--- src/rtl/alu_issue_controller_if.sv ---
// Fetch handshake and ALU/register-file control bundle between the issue
// controller (master) and the instruction memory / datapath (slave).
interface alu_issue_controller_if;
  logic [31:0] instr_addr;
  logic        instr_req;
  logic        instr_valid;
  logic [31:0] instr_data;
  logic [4:0]  rs1_addr;
  logic [4:0]  rs2_addr;
  logic [4:0]  rd_addr;
  logic [31:0] imm_ext;
  logic        alu_src_imm;
  logic [2:0]  alu_control;
  logic        reg_write;

  modport master (
    output instr_addr, instr_req,
    input  instr_valid, instr_data,
    output rs1_addr, rs2_addr, rd_addr, imm_ext,
    output alu_src_imm, alu_control, reg_write
  );

  modport slave (
    input  instr_addr, instr_req,
    output instr_valid, instr_data,
    input  rs1_addr, rs2_addr, rd_addr, imm_ext,
    input  alu_src_imm, alu_control, reg_write
  );
endinterface

--- src/rtl/alu_issue_controller.sv ---
// Multicycle issue controller: fetch, decode, one-cycle ALU issue, writeback,
// PC advance and retirement counting.
module alu_issue_controller #(
  parameter logic [31:0] PC_RESET = 32'h0000_0000,
  parameter logic [31:0] PC_STEP  = 32'd4
) (
  input  logic                          clk,
  input  logic                          rst_n,
  input  logic                          start,
  alu_issue_controller_if.master        ctl,
  output logic                          busy,
  output logic                          halted,
  output logic                          illegal,
  output logic [31:0]                   retired_count
);

  typedef enum logic [2:0] {
    S_IDLE, S_FETCH, S_DECODE, S_EXECUTE, S_WRITEBACK, S_HALTED
  } state_t;

  state_t      state_reg, state_next;
  logic [31:0] pc_reg;
  logic [31:0] instr_reg;
  logic [31:0] retired_reg;
  logic        illegal_reg;

  logic [3:0]  opcode;
  logic        op_alu;
  logic        op_halt;
  logic        op_imm;

  assign opcode = instr_reg[31:28];

  // Legal ALU opcodes carry their ALU code in the low three bits.
  always_comb begin
    op_alu  = 1'b0;
    op_halt = 1'b0;
    op_imm  = 1'b0;
    case (opcode)
      4'd0, 4'd2, 4'd3, 4'd4, 4'd5: op_alu = 1'b1;
      4'd6, 4'd7: begin
        op_alu = 1'b1;
        op_imm = 1'b1;
      end
      4'd8:    op_halt = 1'b1;
      default: ;
    endcase
  end

  // Field outputs follow the latched word, so they change only when a new word
  // is captured, i.e. on entry to DECODE.
  assign ctl.rd_addr    = instr_reg[27:23];
  assign ctl.rs1_addr   = instr_reg[22:18];
  assign ctl.rs2_addr   = instr_reg[17:13];
  assign ctl.imm_ext    = {{19{instr_reg[12]}}, instr_reg[12:0]};
  assign ctl.instr_addr = pc_reg;

  assign busy          = (state_reg != S_IDLE) && (state_reg != S_HALTED);
  assign halted        = (state_reg == S_HALTED);
  assign illegal       = illegal_reg;
  assign retired_count = retired_reg;

  always_comb begin
    state_next      = state_reg;
    ctl.instr_req   = 1'b0;
    ctl.alu_control = 3'b000;
    ctl.alu_src_imm = 1'b0;
    ctl.reg_write   = 1'b0;
    case (state_reg)
      S_IDLE, S_HALTED: begin
        if (start) state_next = S_FETCH;
      end
      S_FETCH: begin
        ctl.instr_req = 1'b1;
        if (ctl.instr_valid) state_next = S_DECODE;
      end
      S_DECODE: begin
        state_next = op_alu ? S_EXECUTE : S_HALTED;
      end
      S_EXECUTE: begin
        ctl.alu_control = opcode[2:0];
        ctl.alu_src_imm = op_imm;
        state_next      = S_WRITEBACK;
      end
      S_WRITEBACK: begin
        ctl.reg_write = (opcode != 4'd0) && (instr_reg[27:23] != 5'd0);
        state_next    = S_FETCH;
      end
      default: state_next = S_IDLE;
    endcase
  end

  always_ff @(posedge clk or negedge rst_n) begin
    if (!rst_n) begin
      state_reg   <= S_IDLE;
      pc_reg      <= PC_RESET;
      instr_reg   <= '0;
      retired_reg <= '0;
      illegal_reg <= 1'b0;
    end else begin
      state_reg <= state_next;
      if (state_reg == S_FETCH && ctl.instr_valid)
        instr_reg <= ctl.instr_data;
      if (state_reg == S_DECODE && !op_alu && !op_halt)
        illegal_reg <= 1'b1;
      else if ((state_reg == S_IDLE || state_reg == S_HALTED) && start)
        illegal_reg <= 1'b0;
      if (state_reg == S_WRITEBACK) begin
        pc_reg <= pc_reg + PC_STEP;
        if (retired_reg != 32'hFFFF_FFFF)
          retired_reg <= retired_reg + 32'd1;
      end
    end
  end

endmodule

--- src/flat_wrapper.sv ---
// flat-port wrapper written by rule: the top's interface ports become plain ports
module alu_issue_controller_flat 
#(
  parameter logic [31:0] PC_RESET = 32'h0000_0000,
  parameter logic [31:0] PC_STEP  = 32'd4
)
  (clk, rst_n, start, busy, halted, illegal, retired_count, ctl_instr_addr, ctl_instr_req, ctl_instr_valid, ctl_instr_data, ctl_rs1_addr, ctl_rs2_addr, ctl_rd_addr, ctl_imm_ext, ctl_alu_src_imm, ctl_alu_control, ctl_reg_write);
  alu_issue_controller_if ctl_i ();
  input  logic clk;
  input  logic rst_n;
  input  logic start;
  output logic busy;
  output logic halted;
  output logic illegal;
  output logic [31:0] retired_count;
  output wire logic [$bits(ctl_i.instr_addr)-1:0] ctl_instr_addr;
  output wire logic [$bits(ctl_i.instr_req)-1:0] ctl_instr_req;
  input wire logic [$bits(ctl_i.instr_valid)-1:0] ctl_instr_valid;
  input wire logic [$bits(ctl_i.instr_data)-1:0] ctl_instr_data;
  output wire logic [$bits(ctl_i.rs1_addr)-1:0] ctl_rs1_addr;
  output wire logic [$bits(ctl_i.rs2_addr)-1:0] ctl_rs2_addr;
  output wire logic [$bits(ctl_i.rd_addr)-1:0] ctl_rd_addr;
  output wire logic [$bits(ctl_i.imm_ext)-1:0] ctl_imm_ext;
  output wire logic [$bits(ctl_i.alu_src_imm)-1:0] ctl_alu_src_imm;
  output wire logic [$bits(ctl_i.alu_control)-1:0] ctl_alu_control;
  output wire logic [$bits(ctl_i.reg_write)-1:0] ctl_reg_write;
  assign ctl_instr_addr = ctl_i.instr_addr;
  assign ctl_instr_req = ctl_i.instr_req;
  assign ctl_i.instr_valid = ctl_instr_valid;
  assign ctl_i.instr_data = ctl_instr_data;
  assign ctl_rs1_addr = ctl_i.rs1_addr;
  assign ctl_rs2_addr = ctl_i.rs2_addr;
  assign ctl_rd_addr = ctl_i.rd_addr;
  assign ctl_imm_ext = ctl_i.imm_ext;
  assign ctl_alu_src_imm = ctl_i.alu_src_imm;
  assign ctl_alu_control = ctl_i.alu_control;
  assign ctl_reg_write = ctl_i.reg_write;
  alu_issue_controller #(.PC_RESET(PC_RESET), .PC_STEP(PC_STEP)) u_core (.clk(clk), .rst_n(rst_n), .start(start), .ctl(ctl_i), .busy(busy), .halted(halted), .illegal(illegal), .retired_count(retired_count));
endmodule
--- config.mk ---
export PLATFORM = sky130hd
export DESIGN_NAME = alu_issue_controller_flat
export DESIGN_NICKNAME = d
export VERILOG_FILES = /design/src/rtl/alu_issue_controller_if.sv /design/src/rtl/alu_issue_controller.sv /design/src/flat_wrapper.sv
export SDC_FILE = /design/constraint.sdc
export NUM_CORES = 1
export LEC_CHECK = 0
export ABC_AREA = 1
export CORE_UTILIZATION = 49
export DETAILED_ROUTE_END_ITERATION = 12
export HOLD_SLACK_MARGIN = 0.15
export PLACE_DENSITY_LB_ADDON = 0.15
export SLEW_MARGIN = 20
export SYNTH_ARGS = -nofsm -noshare
export SYNTH_HDL_FRONTEND = slang
export SYNTH_SLANG_ARGS = --single-unit
--- constraint.sdc ---
create_clock -name clk -period 2.2 [get_ports clk]
set_input_delay 0.44 -clock clk [delete_from_list [all_inputs] [get_ports clk]]
set_output_delay 0.44 -clock clk [all_outputs]
set_load 0.02 [all_outputs]
; ---- Yosys cells after proc, flatten, opt, wreduce, memory -nomap -nowiden
; Index checks and enable logic that the tools add are counted.
[word_totals]
output_inout_bits = 120
elab_cells = 56
reg_bits = 100
inputBits = 36
[classes]
n_eq_ne = 16
n_addsub = 2
muxes = 13
reduce_logical = 20
[op_table]
columns = cell, count
row1 = $add A32 B1 Y32 const B, 1
row2 = $add A32 B3 Y32 const B, 1
row3 = $ne A32 B32 Y1 const B, 1
row4 = $eq A4 B3 Y1 const B, 4
row5 = $pmux W3 S5, 1
row6 = $mux W3, 4
row7 = $eq A4 B2 Y1 const B, 2
row8 = $mux W1, 8
row9 = $reduce_or A7 Y1, 1
row10 = $eq A3 B2 Y1 const B, 2
row11 = $eq A3 B3 Y1 const B, 2
row12 = $logic_and A1 B1 Y1, 6
row13 = $reduce_bool A5 Y1, 1
row14 = $eq A4 B4 Y1 const B, 1
row15 = $logic_not A4 Y1, 1
row16 = $ne A2 B2 Y1 const B, 2
row17 = $reduce_and A2 Y1, 2
row18 = $reduce_bool A4 Y1, 1
row19 = $reduce_or A2 Y1, 2
row20 = $eq A3 B1 Y1 const B, 1
row21 = $logic_not A3 Y1, 1
row22 = $ne A3 B3 Y1 const B, 1
row23 = $reduce_bool A3 Y1, 1
row24 = $logic_not A1 Y1, 2
row25 = 2 further kinds, 2

; ---- Longest topological paths before layout
; Gate-level depths: netlist of the first run.
[depth]
depth_word = 7
ltp_mapped = 11
depth_no_buf = 10

; ---- Worst setup path before layout of the first run
; No wires, ideal clock.
[synth_timing]
path_kind = register -> output
start = reg u_core.state_reg[1]
end = out ctl_reg_write
stages_incl_launch_ff = 7
n_path_buf = 1
required_time_ps = 1760
t_arrival_ps = 1413
path_slack_ps = 347
cell_sequence = dfrtp_1 -> inv_1 -> nand2_1 -> nor2_4 -> buf_2 -> o21ai_0 -> a21oi_1
[synth_between]
elab_chain_len = 2
[synth_lines]
columns = element, line_no
row1 = start: declaration, alu_issue_controller.sv:21  ; state_t state_reg, state_next;
row2 = start signal: assignment, alu_issue_controller.sv:101  ; state_reg <= state_next;
row3 = $eq A3 B3 Y1, alu_issue_controller.sv:69  ; case (state_reg)
row4 = $mux W1, alu_issue_controller.sv:69
row5 = end: declaration, flat_wrapper.sv:26  ; output wire logic [$bits(ctl_i.reg_write)-1:0] ctl_reg_write;
; Every way passes these cells.

; ---- Final worst setup path of the first run
[layout_timing]
start = reg u_core.state_reg[0]
end = out ctl_alu_control[0]
[layout_between]
elab_chain_len = 2
[layout_lines]
columns = element, line_no
row1 = $eq A3 B2 Y1, alu_issue_controller.sv:69
row2 = $mux W3, alu_issue_controller.sv:69
row3 = end: declaration, flat_wrapper.sv:25  ; output wire logic [$bits(ctl_i.alu_control)-1:0] ctl_alu_control;
; Every way passes these cells.

==> run_results.csv, run 1 <==
group,metric,value,unit
cts,clkTransAtPathRegs,70,ps
drt,first_pass_iters,5,
setup_path,arrival,1610,ps
timing,hold_viol_final,0,
timing,worst_pin_slew,509,ps
synthesis,synth_area,5680,µm²
global_route,grt_pass1_vias,4938,
global_route,gr-usage-met1,0.296,
place,port_buffers,153,
setup_path,crit_family,"buffers and inverters",
setup_path,worstPathCellList,"inv_2, nor2_1, nand2_1, buf_4, nor2_1, dlygate4sd2_1",
floorplan,die_y,110,µm
drt,viasPerCell,5.02,
synthesis,seq_area_frac_synth,0.432,
setup_path,critPathRequiredTime,1760,ps
global_route,antenna_found_initial,0,
synthesis,synth.distinct_cells,28,
global_route,grt_pass1_wl,22500,µm
setup_path,crit_cells,6,
synthesis,synth_seq_cells,98,
place,place_area,7000,µm²
final_layout,final_common_cell,"nand2_1",
setup_path,crit_path_end_kind,"output port",
setup_path,slowest_stage,"dfrtp_2",
cts,cts.htree.levels,3,
synthesis,yosysWarnings,0,
drt,vias,5025,
flow_run,maxCapViolations,0,
floorplan,initial_core_util,0.512,
power,powerDensity,948,nW/µm²
global_route,grt.busiest_layer,"met2",
final_layout,nets,894,
timing,skew,11.2,ps
timing,fmax,488,MHz
drt,postRouteWirelength,13300,µm
cts,cts_made_buffers,9,
final_layout,design_area,7280,µm²
setup_path,crit_end,"ctl_alu_control[0]",
global_route,grtUsageTotal,0.240,
floorplan,die_x,110,µm
final_layout,drive_gt1_frac,0.0790,
power,peakVddDrop,0.828,mV
final_layout,layout_common_cells,"nand2_1, clkdlybuf4s50_1, dfrtp_1",
floorplan,pin_count,156,
cts,clock_path_buffers,2,
cts,cts-root-buf,"clkbuf_16",
setup_path,rr_worst_depth,10,
power,p_leak,0.00330,µW
final_layout,syn2layout_area_growth,28.2,%
setup_path,crit_buf_inv,3,
timing,final_max_slew_viol_count,0,
synthesis,synth_top_area_cell,"dfrtp_1",
timing,setup_violations,0,
global_route,grt_util_met2,0.405,
drt,wl_per_cell,13.3,µm
synthesis,synth.top_cell.area_share,0.432,
global_route,grt-ovfl-total,0,
cts,cts.sinks,98,
drt,post-route-drc-count,0,
setup_path,critical_path.max_fanout,4,
status,status,"complete, no violations",
cts,tritoncts,"built",
global_route,grt.met3_usage,0.0522,
setup_path,path_common_cell,"nor2_1",
timing,period_needed,2050,ps
setup_path,crit_type,"flop to output port",
timing,fin_crit_sh,0.931,
place,place_hpwl,10100,µm
setup_path,reg2reg_slack,340,ps
place,gp_congestion,0.909,
global_route,grt_max_degree,46,
setup_path,start_kind,"flop",
final_layout,n_antenna_cell,0,
drt,ant_nets,0,
hold_path,hold_path_class,"flop to flop",
timing,relSlewSlack,0.657,
synthesis,avgSynthCellArea,7.64,µm²
setup_path,timing.rr.end,"u_core.retired_count[2]",
timing,fin_setup_tns,0,ps
floorplan,die_area,12000,µm²
setup_path,r2r_start,"u_core.retired_count[1]",
cts,clock_latency,350,ps
synthesis,synth_area_leaders,"dfrtp_1, nand2_1, buf_4, nor2_1, mux2_2",
timing,rsz0062_at_grt,"no",
floorplan,core,11100,µm²
synthesis,synthCells,743,
floorplan,rows,38,
setup_path,crit_path_max_incr_delay,410,ps
drt,first_iter_violations,308,
setup_path,crit_start,"u_core.state_reg[0]",
==> worst min path at each step <==
stage | startpoint | endpoint | cells past startpoint
floorplan | rst_n | u_core.ctl.instr_addr[10] | 0
global placement | rst_n | u_core.instr_reg[16] | 1
detailed placement | rst_n | u_core.instr_reg[16] | 1
CTS | u_core.instr_reg[21] | u_core.instr_reg[21] | 1
global route | u_core.instr_reg[1] | u_core.instr_reg[1] | 1
finish | u_core.instr_reg[21] | u_core.instr_reg[21] | 1
==> metal layers <==
metal,routed length (µm),share of wire
met5,0,0
met2,6580,0.49
met4,310,0.023
met3,736,0.055
met1,5690,0.43
==> stage by stage <==
step | util | cells | power, µW | hold WS (ps) | setup slack, ps
CTS | 0.657 | 1001 | 6960 | 500 | 6.66
detailed placement | 0.631 | 984 | 5460 | 426 | 78.4
global placement | 0.631 | 984 | 5380 | 420 | 168
floorplan | - | 744 | 4680 | 144 | 347
global route | 0.657 | 1001 | 7260 | 526 | 40.8
finish | 0.657 | 1001 | 6900 | 494 | 153
==> where the power goes <==
group | switching, µW | total, µW | internal [µW] | leakage [µW]
clock | 683 | 1510 | 828 | 0.000139
combinational | 1520 | 2880 | 1370 | 0.00188
sequential | 311 | 2500 | 2190 | 0.00128
total | 2510 | 6900 | 4390 | 0.00330
==> timing repair <==
| item | 4_1_cts | 5_1_grt |
|---|---|---|
| buffers inserted | 0 | 0 |
| endpoints found under the hold margin | 31 | 0 |
| resized for setup | 10 | 4 |
| endpoints found under the setup margin | 28 | 4 |
| hold buffers | 1 | 0 |
==> final cells by class <==
cell class                      instances  area, µm²
Fill cell                             958       3800
Clock inverter                          4       26.3
Multi-Input combinational cell        524       2530
Timing Repair Buffer                  159       1590
Clock buffer                           12        256
Tap cell                              140        175
Sequential cell                        98       2450
Inverter                               64        243
==> logic make-up (layout without fill, tap and decap cells) <==
| family | after synthesis | after routing | synth area share |
|---|---|---|---|
| AO/OA/AOI/OAI | 20 | 20 | 0.0179 |
| XOR/XNOR | 28 | 28 | 0.0432 |
| adder cells (fa/ha/maj) | 2 | 2 | 0.00441 |
| buffers and inverters | 122 | 239 | 0.122 |
| flip-flops | 98 | 98 | 0.432 |
| multiplexers | 28 | 28 | 0.0555 |
| other | 1 | 2 | 0.000661 |
| AND/OR/NAND/NOR | 444 | 444 | 0.324 |
==> cell usage after synthesis (all sizes together) <==
library cell	count
buf	58
inv	64
nor4	1
ha	2
a21oi	7
xor2	16
a31oi	1
o21ai	12
nand3	37
dfrtp	98
xnor2	12
nand2	286
nand3b	6
nor3	3
nand4	9
mux2	28
conb	1
nor2	102
No activity file was read; power rests on OpenSTA's default activity.
==> inputs of run 2 (changes only) <==
--- a/config.mk
+++ b/config.mk
@@ -6,7 +6,7 @@
 export NUM_CORES = 1
 export LEC_CHECK = 0
 export ABC_AREA = 1
-export CORE_UTILIZATION = 49
+export CORE_UTILIZATION = 33
 export DETAILED_ROUTE_END_ITERATION = 12
 export HOLD_SLACK_MARGIN = 0.15
 export PLACE_DENSITY_LB_ADDON = 0.15
==> run_results.csv, run 2 (same netlist as run 1, synthesis figures left out) <==
group,metric,value,unit
status,status,"complete, no violations",
setup_path,critical_path.max_fanout,5,
drt,first_pass_iters,4,
power,p_leak,0.00330,µW
timing,layout_setup_ws,134,ps
setup_path,start_kind,"flop",
cts,cts-root-buf,"clkbuf_16",
drt,wl_per_cell,12.9,µm
drt,post-route-drc-count,0,
flow_run,maxCapViolations,0,
final_layout,nets,895,
place,gp_congestion,0.890,
timing,hold_viol_final,0,
global_route,grt_pass1_wl,22900,µm
floorplan,die_area,17700,µm²
cts,cts.sinks,98,
cts,cts_post_setup_buffers_inserted,0,
drt,vias,4772,
timing,period_needed,2070,ps
setup_path,crit_type,"flop to output port",
final_layout,drive_gt1_frac,0.0824,
final_layout,final_common_cell,"nand2_1",
cts,tritoncts,"built",
timing,fin_crit_sh,0.939,
drt,first_iter_violations,181,
drt,postRouteWirelength,14000,µm
drt,ant_nets,0,
global_route,grt.met3_usage,0.0297,
cts,cts_made_buffers,9,
floorplan,initial_core_util,0.340,
cts,clkTransAtPathRegs,80,ps
setup_path,crit_path_end_kind,"output port",
timing,skew,6.31,ps
global_route,grt_max_degree,48,
floorplan,pin_count,156,
drt,viasPerCell,4.41,
final_layout,layout_common_cells,"nand2_1, clkdlybuf4s50_1, dfrtp_1",
cts,clock_path_buffers,2,
final_layout,syn2layout_area_growth,30.2,%
timing,rsz0062_at_grt,"yes",
global_route,grtUsageTotal,0.165,
floorplan,die_y,133,µm
place,place_area,7090,µm²
cts,cts.htree.levels,3,
global_route,grt-ovfl-total,0,
timing,fin_setup_tns,0,ps
hold_path,hold_path_class,"flop to flop",
global_route,grt_pass1_vias,4652,
final_layout,design_area,7390,µm²
global_route,gr-usage-met1,0.211,
final_layout,n_fill_cell,1723,
timing,final_max_slew_viol_count,0,
global_route,grt_util_met2,0.272,
power,peakVddDrop,0.598,mV
place,port_buffers,153,
timing,fmax,484,MHz
place,dp_slack,154,ps
final_layout,utilization,0.442,
timing,setup_violations,0,
global_route,antenna_found_initial,0,
setup_path,critPathRequiredTime,1760,ps
final_layout,n_antenna_cell,0,
power,powerDensity,945,nW/µm²
power,power,6980,µW
cts,clock_latency,360,ps
place,place_hpwl,10600,µm
floorplan,rows,47,
setup_path,arrival,1630,ps
floorplan,die_x,133,µm
floorplan,core,16700,µm²
global_route,grt.busiest_layer,"met2",
-- run 2: changes by cell type in the layout (fill, tap and decap cells not counted), moves of 2 or more --
cell,delta
clkinv_2,-2
dlygate4sd2_1,-2
buf_4,+2
inv_6,+3
clkbuf_8,-2
-- run 2: per-layer routing --
metal	wire (µm)	vias to the layer above
met5	0	-
met4	300	0
met3	602	20
met2	6580	108
met1	6500	2162
li1	-	2482
-- run 2: what timing repair did --
action,CTS,global route
setup endpoints to repair,25,4
resized for setup,10,8
hold endpoints to repair,32,0
hold buffers,1,0
-- run 2: path summary, 6_finish.rpt --
path,from,to,slack (ps),depth (start not counted)
max in group asynchronous,rst_n,u_core.ctl.instr_addr[15],970,3
setup reg to reg,u_core.retired_count[0],u_core.retired_count[5],310,9
hold reg to reg,u_core.instr_reg[3],u_core.instr_reg[3],500,1
min in group asynchronous,rst_n,u_core.retired_count[31],590,2
setup / recovery,u_core.state_reg[0],ctl_alu_control[0],130,5
hold / removal,u_core.instr_reg[3],u_core.instr_reg[3],500,1
-- run 2: critical path: stages, from the launching register on --
cell and delay, ps:
dfrtp_1 450, inv_2 90, nor2_1 120, nand2_1 140, nor2_1 130, dlygate4sd2_1 340
-- run 2: power breakdown --
part	switching, µW	leakage, µW	internal [µW]
clock network	805	0.000146	803
registers	314	0.00128	2190
logic	1510	0.00188	1360
total	2630	0.00330	4350
-- run 2: through the flow --
step,std cells,hold WS [ps]
6_report,1082,500
3_3_place_gp,1065,441
5_1_grt,1082,524
4_1_cts,1082,506
3_5_place_dp,1065,445
2_1_floorplan,744,144
-- run 2: cell type report --
type	count	area, µm²	share of cell area
clock buffer	9	225	0.0305
clock inverter	7	71.3	0.00965
inverter	64	243	0.0329
multi-input combinational	524	2540	0.344
sequential	98	2450	0.332
tap	220	275	0.0373
timing repair buffer	160	1580	0.214
==> RTL change 1 (settings of run 2) <==
Re-encode `state_t` (6 states) as one-hot, 6 bits wide.
--- a/src/rtl/alu_issue_controller.sv
+++ b/src/rtl/alu_issue_controller.sv
@@ -14,8 +14,8 @@
   output logic [31:0]                   retired_count
 );
 
-  typedef enum logic [2:0] {
-    S_IDLE, S_FETCH, S_DECODE, S_EXECUTE, S_WRITEBACK, S_HALTED
+  typedef enum logic [5:0] {
+    S_IDLE = 6'b000001, S_FETCH = 6'b000010, S_DECODE = 6'b000100, S_EXECUTE = 6'b001000, S_WRITEBACK = 6'b010000, S_HALTED = 6'b100000
   } state_t;
 
   state_t      state_reg, state_next;
Check against the original RTL: no difference found for any inputs over 10 cycles, from zero or initial values and one cycle with rst_n low; not proved beyond that.
==> RTL change 1 against run 2 <==
- total power decreased by 11%
- clock power increased by 7%
- cell count grew 7.2%
- sequential cell count up 3
- routed wire length increased by 5.6%
- via count rose by 7.0%
- die area increased by 4.0%
- synthesized area is 4.1% higher
- worst setup slack got worse by 0.042 ns
- design area up 3.8%
- worst hold slack lost 0.0088 ns
==> RTL change 1: results (changes against run 2) <==
[drt]
vias_per_cell=4.40  ; -0.16%
drt_iter0_markers=223  ; +23%
finalWirelength_um=14800  ; +5.6%

[pwr]
p_leak_uw=0.00357  ; +8.0%
irDropWorstVdd_mv=0.506  ; -15%

[grt]
grt_pass1_vias=4932  ; +6.0%
grt_pass1_wl_um=24500  ; +6.7%

[synthesis]
muxShareOfSynthArea_pct=0  ; -5.6 points
synthXorXnorAreaFrac_pct=4.00  ; -0.32 points
synth-compound-area-share_pct=4.23  ; +2.4 points
synth.distinct_cells=34  ; +21%
netlist_top_cells_area=dfrtp_1 42%, nand2_1 21%, buf_4 6.5%
ys_top_cells_by_count=329 x nand2_1, 100 x dfrtp_1, 87 x nor2_1
yosysSeqAreaShare_pct=42.8  ; -0.41 points
synth_area_per_cell_um2=7.24  ; -5.2%
synthAdderAreaFrac_pct=0.423  ; -0.017 points

[setup_path]
reg2reg_to=u_core.retired_count[27]
rrSetupSlack_ns=0.34  ; +0.03 ns
arrival_ns=1.67  ; +0.04 ns
r2r-start=u_core.retired_count[1]

[placement]
pre_cts_ws_ns=0.0490  ; -0.105 ns
placedCellCount=1143  ; +7.3%
post_dp_cell_area_mm2=0.00735  ; +3.7%

[cells_and_area]
multiInputGateArea_mm2=0.00262  ; +3.0%
fill_cells=1781  ; +3.4%
signal_buffers=167  ; +4.4%
buffer_area_share_pct=21.3  ; -0.11 points
seq_share_pct=33.0  ; -0.21 points
area_delta_synth_final_pct=29.7
inv_count=76  ; +19%
multi_input_cells=575  ; +9.7%

[timing]
fin_crit_ns=2.11  ; +0.0418 ns

[run_status]
status=finished clean

RTL change 1: cell types whose count changed in the layout (fill, tap and decap cells not counted), sizes merged, moves of 3 or more:
cell	run 2	this run
nand2	286	335
o21ai	12	44
mux2	28	0
buf	7	16
nand4	9	18
inv	68	75
nand3	37	30
a21oi	7	2
clkbuf	11	16
dlygate4sd2	5	1
nor2	102	99
RTL change 1: worst min path at each step:
stage	cells after the start	start	slack (ns)	endpoint
6_report	2	u_core.ctl.instr_addr[31]	0.49	u_core.ctl.instr_addr[31]
3_3_place_gp	1	rst_n	0.41	u_core.retired_count[5]
2_1_floorplan	0	rst_n	0.14	u_core.ctl.instr_addr[10]
4_1_cts	2	u_core.state_reg[0]	0.49	u_core.state_reg[0]
3_5_place_dp	1	rst_n	0.41	u_core.retired_count[5]
5_1_grt	2	u_core.state_reg[0]	0.51	u_core.state_reg[0]
RTL change 1: critical path, stage by stage, from the launching register on:
cell and delay (ns):
dfstp_2 0.55, nor2_2 0.05, nand2_1 0.13, inv_1 0.07, nand3_1 0.11, nand2_2 0.08, inv_1 0.07, clkdlybuf4s15_2 0.26
RTL change 1: cell families (layout without fill, tap and decap cells):
group / count (synthesis) / in the layout
AO/OA/AOI/OAI: 49 / 49
other: 1 / 2
adder cells (fa/ha/maj): 2 / 2
flip-flops: 101 / 101
AND/OR/NAND/NOR: 495 / 495
buffers and inverters: 141 / 259
XOR/XNOR: 27 / 27
RTL change 1: power by group:
| part | switching (uW) | internal (uW) |
|---|---|---|
| clock network | 746 | 981 |
| logic | 1170 | 934 |
| registers | 212 | 2170 |
RTL change 1: per-layer routing:
metal	part of all wire, %	vias up	GRT usage [%]
met5	0	-	0
met1	47	2304	21.7
met2	46	100	27.5
met3	5.4	14	4.10
met4	1.8	0	6.30
li1	-	2690	-
==> RTL change 2 (settings of run 2) <==
Without the edit above. Make the reset (`rst_n`) synchronous in one clocked block.
--- a/src/rtl/alu_issue_controller.sv
+++ b/src/rtl/alu_issue_controller.sv
@@ -90,7 +90,7 @@
     endcase
   end
 
-  always_ff @(posedge clk or negedge rst_n) begin
+  always_ff @(posedge clk) begin
     if (!rst_n) begin
       state_reg   <= S_IDLE;
       pc_reg      <= PC_RESET;
Check against the original RTL: differs if rst_n is asserted again (counterexample within 4 cycles, from zero or initial values and one cycle with rst_n low); with rst_n held inactive, the same outputs for 10 cycles.
==> RTL change 2 against run 2 <==
- design area fell by 1.2%
- routed wire length increased by 6.6%
- sequential cell count did not move
- worst setup slack better by 0.043 ns
- synthesized area is 1.9% lower
- register-to-register slack got worse by 0.02 ns
- highest routed layer unchanged
Power is not compared: it rests on default switching activity, and its combinational part moved more than twofold at a synthesized area within 25%.
==> RTL change 2: results (changes against run 2) <==
[setup_path]
cp_slowest_cell=dfxtp_1
reg2reg_to=u_core.ctl.instr_addr[24]
arrival_ns=1.58  ; -0.05 ns
r2r-start=u_core.state_reg[0]
max_stage_delay_ns=0.37  ; -0.08 ns
startpoint=u_core.state_reg[2]
rrSetupSlack_ns=0.29  ; -0.02 ns
critPathTopFamily=simple AND/OR/NAND/NOR gates
crit_path_max_fanout=6  ; +1

[synthesis]
ys_top_cells_by_count=206 x nand2_1, 183 x nor2_1, 98 x dfxtp_1
synthXorXnorAreaFrac_pct=2.67  ; -1.6 points
async_flop_share_pct=0  ; -100 points
synth-compound-area-share_pct=9.95  ; +8.2 points
muxShareOfSynthArea_pct=0  ; -5.6 points
synth_flop_cell=dfxtp_1
netlist_top_cells_area=dfxtp_1 35%, nand2_1 14%, nor2_1 12%
synth.distinct_cells=36  ; +29%
synth_area_per_cell_um2=6.54  ; -14%
yosysSeqAreaShare_pct=35.2  ; -8.0 points
synthAdderAreaFrac_pct=0.449  ; +0.0084 points

[grt]
grt_pass1_vias=4829  ; +3.8%
grt_use_met1_pct=23.6  ; +2.4 points
grt_use_met3_pct=2.50  ; -0.47 points
grt_util_met2_pct=28.7  ; +1.5 points
grt_pass1_wl_um=24500  ; +7.0%
grt_max_degree=36  ; -25%
grt_usage_pct=17.5  ; +1.0 points

[timing]
skew_ns=0.00674  ; +0.000435 ns
fin_crit_sh_pct=91.9  ; -2.0 points
hold_slack_ns=0.487  ; -0.0122 ns

[cells_and_area]
final_nets=1002  ; +12%
drive_gt1_share_pct=9.40  ; +1.2 points
fill_cells=1731  ; +0.46%

[drt]
drt_iter0_markers=274  ; +51%
finalWirelength_um=14900  ; +6.6%
wl_met2_um=6890  ; +4.7%
wire_per_inst_um=12.5  ; -2.9%
wl_met3_um=462  ; -23%
wl_met1_um=7370  ; +13%
num_vias=5310  ; +11%

[min_path]
hold_depth=2  ; +1
min_to=u_core.instr_reg[28]

[placement]
dp_hpwl_um=11000  ; +4.0%
gp_congestion=0.848  ; -4.8%
pre_cts_ws_ns=0.149  ; -0.00531 ns
post_dp_cell_area_mm2=0.00701  ; -1.1%
placedCellCount=1173  ; +10%

[run_status]
status=finished clean

-- RTL change 2: cell types whose count changed in the layout (fill, tap and decap cells not counted), sizes merged, moves of 34 or more --
cell,before,now
o21ai,12,49
a21oi,7,41
dfxtp,0,98
nor2,102,195
dfrtp,98,0
nand2,286,225
-- RTL change 2: layout make-up --
| class | instances | area, um^2 | area share [%] |
|---|---|---|---|
| inverter | 82 | 310 | 4.25 |
| multi-input combinational | 602 | 2800 | 38.4 |
| clock inverter | 4 | 52.6 | 0.720 |
| tap | 220 | 275 | 3.77 |
| clock buffer | 11 | 243 | 3.33 |
| sequential | 98 | 1960 | 26.9 |
| timing repair buffer | 171 | 1660 | 22.7 |
-- RTL change 2: what timing repair did --
item / in CTS / in global routing
endpoints found under the setup margin: 26 / 3
pin swaps: 0 / 0
hold endpoints to repair: 0 / 0
resized for setup: 7 / 5
-- RTL change 2: report_power, final --
part,internal [uW],switching [uW],leakage (uW)
Clock,908,721,0.000134
Sequential,1860,61.7,0.000794
Combinational,349,454,0.00178
